===== config.mk =====
export PLATFORM = sky130hd
export DESIGN_NAME = fu_writeback_arbiter
export DESIGN_NICKNAME = d
export VERILOG_FILES = /design/src/rtl/fu_writeback_arbiter.sv
export SDC_FILE = /design/constraint.sdc
export NUM_CORES = 1
export LEC_CHECK = 0
export BUFFER_PORTS_ARGS = -buffer_cell sky130_fd_sc_hd__buf_4
export CORE_MARGIN = 2
export CORE_UTILIZATION = 35
export CTS_CLUSTER_DIAMETER = 50
export DETAILED_ROUTE_END_ITERATION = 8
export PLACE_DENSITY = 0.7
export SLEW_MARGIN = 20
export SYNTH_ARGS = -nofsm -noshare
export SYNTH_HDL_FRONTEND = slang
export SYNTH_SLANG_ARGS = --single-unit

===== constraint.sdc =====
create_clock -name clk -period 4.7 [get_ports clk]
set_input_delay 0.235 -clock clk [delete_from_list [all_inputs] [get_ports clk]]
set_output_delay 0.235 -clock clk [all_outputs]
set_load 0.02 [all_outputs]

===== src/rtl/fu_writeback_arbiter.sv =====
// Write-back arbiter: shares the CDB and the ROB write port among NUM_FU functional units.
// Each channel has its own round-robin grant, and the winner's payload is registered for broadcast.
module fu_writeback_arbiter #(
  parameter int NUM_FU = 4,
  parameter int ID_W   = 4,
  parameter int DATA_W = 8
) (
  input  logic                               clk,
  input  logic                               rst,
  input  logic                               flush,

  input  logic [NUM_FU-1:0]                  fu_cdb_req,
  input  logic [NUM_FU-1:0][ID_W-1:0]        fu_cdb_id,
  input  logic [NUM_FU-1:0][DATA_W-1:0]      fu_cdb_val,
  output logic [NUM_FU-1:0]                  fu_cdb_grant,
  output logic                               cdb_valid,
  output logic [ID_W-1:0]                    cdb_id,
  output logic [DATA_W-1:0]                  cdb_val,

  input  logic [NUM_FU-1:0]                  fu_rob_req,
  input  logic [NUM_FU-1:0][ID_W-1:0]        fu_rob_robid,
  input  logic [NUM_FU-1:0][DATA_W-1:0]      fu_rob_flags,
  input  logic [NUM_FU-1:0][DATA_W-1:0]      fu_rob_wbs,
  input  logic [NUM_FU-1:0][DATA_W-1:0]      fu_rob_value,
  input  logic                               rob_ready,
  output logic [NUM_FU-1:0]                  fu_rob_grant,
  output logic                               rob_valid,
  output logic [ID_W-1:0]                    rob_robid,
  output logic [DATA_W-1:0]                  rob_flags,
  output logic [DATA_W-1:0]                  rob_wbs,
  output logic [DATA_W-1:0]                  rob_value
);

  localparam int IDX_W = (NUM_FU > 1) ? $clog2(NUM_FU) : 1;
  localparam logic [IDX_W-1:0] LAST_RST = IDX_W'(NUM_FU - 1);

  // Returns {hit, index}. The scan runs from lowest to highest priority, so the final
  // hit is the requester closest after 'last'.
  function automatic logic [IDX_W:0] rr_pick(input logic [NUM_FU-1:0] req,
                                             input logic [IDX_W-1:0]  last);
    logic [IDX_W:0]   res;
    logic [IDX_W-1:0] pos;
    res = '0;
    for (int k = NUM_FU; k >= 1; k--) begin
      pos = IDX_W'((int'(last) + k) % NUM_FU);
      if (req[pos]) res = {1'b1, pos};
    end
    return res;
  endfunction

  logic [IDX_W-1:0] cdb_last;
  logic [IDX_W:0]   cdb_pick;
  logic [IDX_W-1:0] cdb_win;
  logic             cdb_fire;

  logic [IDX_W-1:0] rob_last;
  logic [IDX_W:0]   rob_pick;
  logic [IDX_W-1:0] rob_win;
  logic             rob_fire;

  assign cdb_pick = rr_pick(fu_cdb_req, cdb_last);
  assign cdb_win  = cdb_pick[IDX_W-1:0];
  assign cdb_fire = cdb_pick[IDX_W] && !flush && !rst;

  assign rob_pick = rr_pick(fu_rob_req, rob_last);
  assign rob_win  = rob_pick[IDX_W-1:0];
  assign rob_fire = rob_pick[IDX_W] && rob_ready && !flush && !rst;

  assign fu_cdb_grant = cdb_fire ? (NUM_FU'(1) << cdb_win) : '0;
  assign fu_rob_grant = rob_fire ? (NUM_FU'(1) << rob_win) : '0;

  // The payload registers keep their last value when nothing wins, so only valid toggles.
  always_ff @(posedge clk or posedge rst) begin
    if (rst) begin
      cdb_last  <= LAST_RST;
      cdb_valid <= 1'b0;
      cdb_id    <= '0;
      cdb_val   <= '0;
    end else begin
      cdb_valid <= cdb_fire;
      if (cdb_fire) begin
        cdb_last <= cdb_win;
        cdb_id   <= fu_cdb_id[cdb_win];
        cdb_val  <= fu_cdb_val[cdb_win];
      end
    end
  end

  always_ff @(posedge clk or posedge rst) begin
    if (rst) begin
      rob_last  <= LAST_RST;
      rob_valid <= 1'b0;
      rob_robid <= '0;
      rob_flags <= '0;
      rob_wbs   <= '0;
      rob_value <= '0;
    end else begin
      rob_valid <= rob_fire;
      if (rob_fire) begin
        rob_last  <= rob_win;
        rob_robid <= fu_rob_robid[rob_win];
        rob_flags <= fu_rob_flags[rob_win];
        rob_wbs   <= fu_rob_wbs[rob_win];
        rob_value <= fu_rob_value[rob_win];
      end
    end
  end

endmodule


==> results of run 1 <==
==> flip-flops by register name (all words and copies together) (netlist names), 2 cells and up <==
name,flops
rob_robid,4
rob_last,2
rob_wbs,8
cdb_val,8
rob_value,8
cdb_last,2
cdb_id,4
rob_flags,8
==> final cells by class <==
| cell class | instances | area [sq um] |
|---|---|---|
| sequential | 46 | 1156 |
| clock inverter | 1 | 5.005 |
| clock buffer | 7 | 86.33 |
| timing repair buffer | 223 | 1674 |
| inverter | 7 | 27.53 |
| multi-input combinational | 252 | 1749 |
| fill | 786 | 3930 |
| tap | 108 | 135.1 |
==> worst reg2reg max path, cell delays in order, from the launching register on <==
cell,delay (ns)
dfstp_2,0.60
a31oi_1,0.14
a21oi_4,0.83
mux2i_1,0.31
o221ai_1,0.14
==> stage by stage <==
| stage | cell area (sq um) | hold WS [ns] | worst slack [ns] | cells |
|---|---|---|---|---|
| 2_1_floorplan | 3167 | 0.3774 | 2.664 | 335 |
| 3_3_place_gp | 4738 | 0.4723 | 2.158 | 636 |
| 3_5_place_dp | 4738 | 0.4803 | 2.093 | 636 |
| 4_1_cts | 4830 | 0.1915 | 1.746 | 644 |
| 5_1_grt | 4833 | 0.1282 | 1.951 | 644 |
| 6_report | 4833 | 0.07933 | 2.111 | 644 |
==> final timing paths <==
| kind | from | to | slack (ns) | depth (start not counted) |
|---|---|---|---|---|
| max | rob_last[1]$_DFFE_PP1P_ | fu_rob_grant[2] | 2.11 | 5 |
| min | rst | rob_valid$_DFF_PP0_ | 0.08 | 2 |
| max reg2reg | cdb_last[1]$_DFFE_PP1P_ | cdb_val[1]$_DFFE_PP0P_ | 2.53 | 4 |
| min reg2reg | cdb_val[0]$_DFFE_PP0P_ | cdb_val[0]$_DFFE_PP0P_ | 0.49 | 2 |
| max in group asynchronous | rst | rob_value[0]$_DFFE_PP0P_ | 4.15 | 2 |
| min in group clk | fu_rob_flags[24] | rob_flags[0]$_DFFE_PP0P_ | 0.20 | 3 |
==> cell families (layout without fill, tap and decap cells) <==
logic type,after synthesis,in the layout
buf+inv,37,238
mux,26,26
flops,46,46
compound gates,94,94
simple gates,132,132
==> cell usage in the layout, fill, tap and decap left out, types with 5 or more instances in the layout <==
cell,instances
buf_4,223
nand3_1,51
dfrtp_1,42
nor2_1,34
a31oi_1,30
mux2i_1,25
nand2_1,21
a221oi_2,14
a221oi_1,14
o221ai_1,12
clkbuf_8,6
inv_1,5
nand3_2,5
==> report_power, final <==
part	internal (mW)	switching, mW	total, mW
Sequential	0.509	0.0737	0.583
Clock	0.119	0.127	0.246
Combinational	0.378	0.491	0.869
Total	1.01	0.691	1.70
==> layer usage <==
metal	share of wire (%)	track usage, %	vias up	routed length [um]
met4	1.7	5.585	0	180
li1	-	-	1678	-
met5	0	0	-	0
met3	10	6.254	12	1097
met2	51	38.77	189	5531
met1	37	24.03	1624	3990
==> impl_metrics.yaml, run 1 <==
timing:
  rsz0062_at_grt: "no"
  tns_ns: 0
  drv_slew: 0
  period_needed_ns: 2.589
  tightest_slew_ns: 1.036
  finalHoldViolCount: 0
  max_freq_ghz: 0.3863
  max_slew_margin_pct: 30.80
  finalSetupViolations: 0
  skew_ns: 0.008564
  period_share_pct: 55.08
clock_tree:
  htree_levels: 2
  post_cts_buffers: 0
  cts_made_buffers: 5
  cts_tree: "done"
  hold_buffers: 0
  post_cts_resized: 0
  clkSinkCount: 46
  clock-root-buffer: "clkbuf_8"
  insertion_delay_ns: 0.29
  clk_pin_slew_ns: 0.08
  clockBufferDepth: 2
global_route:
  grt_max_degree: 47
  grt_util_all_layers_pct: 21.20
  grt-ovfl-total: 0
  grt_first_pass_wirelength_mm: 16.91
  grt_pass1_vias: 3555
  grt_antenna_before_repair: 0
detailed_routing:
  drt_first_pass_iters: 5
  routed_wl_mm: 10.80
  drtIter0Drc: 125
  vias_per_cell: 5.439
  drc: 0
  wl_per_cell_um: 16.77
  vias: 3503
  ant_nets: 0
logic_synthesis:
  synth_mux_area_share_pct: 8.376
  postSynthCellCount: 335
  synth_warnings: 0
  yosysSeqAreaShare_pct: 36.51
  synth-edff-count: 0
  synth_top_family_by_area: "compound AO/OA/AOI/OAI gates"
  ys_ff_latch: 46
  syn_area_sq_mm: 0.003167
  synth_compound_area_share_pct: 26.04
  postSynthAreaPerCell_sq_um: 9.453
  syn_nets: 507
  synth_most_common_cell: "nand3_1"
  yosys.cell_types.count: 48
  synthArstFlopShare_pct: 100.0
  synth_commonest_cells: "nand3_1, dfrtp_1, nor2_1, a31oi_1, mux2i_1"
  yosysTopAreaCellShare_pct: 33.19
  synth_xor_area_share_pct: 0
  ys.flop_type: "dfrtp_1"
  synthAdderAreaFrac_pct: 0
  synth_area_leaders: "dfrtp_1, nand3_1, mux2i_1, a221oi_2, a31oi_1"
  yosys.area_share.simple_pct: 20.39
  netlist.top_cell.by_area: "dfrtp_1"
die:
  die_w_um: 99.12
  dieArea_sq_mm: 0.009825
  die_h_um: 99.12
  pin_count: 222
  core_area_sq_mm: 0.008763
  initial_core_util_pct: 36.14
  rows: 34
finish:
  area_delta_synth_final_pct: 52.63
  utilization_pct: 55.15
  num-nets-final: 707
  n_antenna_cell: 0
  layout-drive-gt1-share_pct: 50.37
critical_path:
  path_cells: "mux2_4 -> a22oi_2 -> nand2_2 -> nor3_1 -> buf_4"
  worstPathRequired_ns: 4.47
  path_buf_inv: 1
  slowest_stage: "dfstp_2"
  cp_slowest_stage_delay_ns: 0.69
  startpoint_type: "register"
  path_class: "reg2out"
  crit_fanout: 30
  critPathCaptureType: "primary output"
  crit_family: "flip-flops"
  cp_data_arrival_time_ns: 2.35
placement:
  dp_hpwl_mm: 8.378
  routabilityCongestion: 0.9149
  portBuffers: 221
outcome:
  status: "completed"
flow_run:
  cap_violations: 0
power:
  ir_drop_mv: 0.1540
  leakage_nw: 2.327
  power.density_mw_per_mm2: 351.2
  power_mw: 1.698
min_path:
  hold_class: "in2async"
(Power assumes the default switching activity.)
==> run 2, diff against run 1 <==
Settings changed: PLACE_DENSITY 0.7 to 0.73.
Clock period 4.7 ns to 2.1 ns, I/O delays scaled along.
==> impl_metrics.yaml, run 2 (synthesis gave the netlist of run 1 again) <==
flow_run:
  cap_violations: 0
timing:
  finalHoldViolCount: 0
  max_freq_ghz: 0.4997
  skew_ns: 0.004185
  tightest_slew_ns: 0.5565
  period_needed_ns: 2.001
  finalSetupViolations: 0
  rsz0062_at_grt: "yes"
  period_share_pct: 95.30
  tns_ns: 0
  max_slew_margin_pct: 62.90
  drv_slew: 0
  fin_ws_ns: 0.09867
critical_path:
  crit_fanout: 28
  critPathCaptureType: "primary output"
  cp_data_arrival_time_ns: 1.90
  cp.depth: 6
  slowest_stage: "dfstp_2"
  path_buf_inv: 2
  startpoint_type: "register"
  path_class: "reg2out"
  path_cells: "a21oi_1 -> a31oi_1 -> a21oi_4 -> buf_12 -> nor3b_1 -> buf_4"
  cp_slowest_stage_delay_ns: 0.61
  r2r_slack_ns: 0.11
  worstPathRequired_ns: 2.00
  rr_worst_depth: 5
  crit_family: "flip-flops"
detailed_routing:
  routed_wl_mm: 10.82
  vias_per_cell: 5.432
  wl_per_cell_um: 16.57
  vias: 3547
  drtIter0Drc: 102
  drc: 0
  ant_nets: 0
  drt_first_pass_iters: 4
power:
  power_mw: 3.963
  power.density_mw_per_mm2: 798.3
  leakage_nw: 2.387
  ir_drop_mv: 0.3444
finish:
  layout-drive-gt1-share_pct: 50.83
  final_common_cell: "buf_4"
  n_antenna_cell: 0
  final_cell_mix: "buf_4, nand3_1, dfrtp_1"
  final_cells: 653
  area_delta_synth_final_pct: 56.78
  num-nets-final: 716
placement:
  dp_hpwl_mm: 8.642
  routabilityCongestion: 0.9228
  preCtsSetupSlack_ns: 0.1664
  placedCellCount: 644
  portBuffers: 221
die:
  dieArea_sq_mm: 0.009825
  pin_count: 222
  rows: 34
  die_w_um: 99.12
  core_area_sq_mm: 0.008763
  initial_core_util_pct: 36.14
  die_h_um: 99.12
global_route:
  grt_max_degree: 31
  grt_util_all_layers_pct: 21.28
  grt_first_pass_wirelength_mm: 17.13
  grt_pass1_vias: 3672
  grt_antenna_before_repair: 0
  grt-ovfl-total: 0
clock_tree:
  cts_made_buffers: 5
  post_cts_buffers: 0
  htree_levels: 2
  clock-root-buffer: "clkbuf_8"
  clockBufferDepth: 2
  insertion_delay_ns: 0.29
  cts_tree: "done"
  clkSinkCount: 46
  clk_pin_slew_ns: 0.09
min_path:
  hold_class: "in2reg"
  hold_depth: 3
outcome:
  status: "completed"
==> run 2: repair_timing <==
| item | CTS | global route |
|---|---|---|
| hold buffers | 1 | 0 |
| hold endpoints to repair | 21 | 0 |
| resized for setup | 0 | 2 |
| endpoints found under the setup margin | 0 | 2 |
==> run 2: layout make-up <==
type | count | area [sq um]
well taps | 108 | 135.1
flip-flops and latches | 46 | 1156
inverters | 7 | 26.28
multi-input cells | 252 | 1759
repair buffers | 232 | 1782
clock buffers | 7 | 76.32
fillers | 769 | 3799
clock inverters | 1 | 30.03
==> run 2: metal layers <==
layer,wire length [um],share of wire [%],vias up,track usage [%]
li1,-,-,1690,-
met1,4060,38,1683,23.45
met2,5615,52,164,40.80
met3,1018,9.4,10,5.341
met4,129,1.2,0,4.847
met5,0,0,-,0
==> run 2: power by group <==
part	switching, mW	leakage, nW	internal (mW)	total, mW
sequential	0.156	0.528	1.14	1.30
combinational	1.11	1.81	0.907	2.02
clock	0.292	0.0524	0.357	0.649
total	1.56	2.39	2.40	3.96
==> run 2: worst paths after layout <==
check	from	end
hold / removal	fu_rob_wbs[13]	rob_wbs[5]$_DFFE_PP0P_
max in group asynchronous	rst	cdb_last[1]$_DFFE_PP1P_
hold reg to reg	cdb_val[2]$_DFFE_PP0P_	cdb_val[2]$_DFFE_PP0P_
min in group asynchronous	rst	rob_flags[5]$_DFFE_PP0P_
setup / recovery	cdb_last[1]$_DFFE_PP1P_	fu_cdb_grant[0]
setup reg to reg	rob_last[1]$_DFFE_PP1P_	rob_wbs[4]$_DFFE_PP0P_
==> run 2: worst register-to-register path: cells and delay by family (launching register included) <==
kind            cells  cell delay, ns
buf+inv             1            0.18
compound gates      4            1.11
flops               1            0.59
==> run 2: through the flow <==
step                hold slack, ns  util (%)  instance area, sq um
global route               0.05391     56.65                  4965
finish                     0.06902     56.65                  4965
CTS                        0.05822     56.51                  4952
detailed placement          0.2137     55.18                  4836
floorplan                   0.2474         -                  3167
global placement            0.2010     55.18                  4836
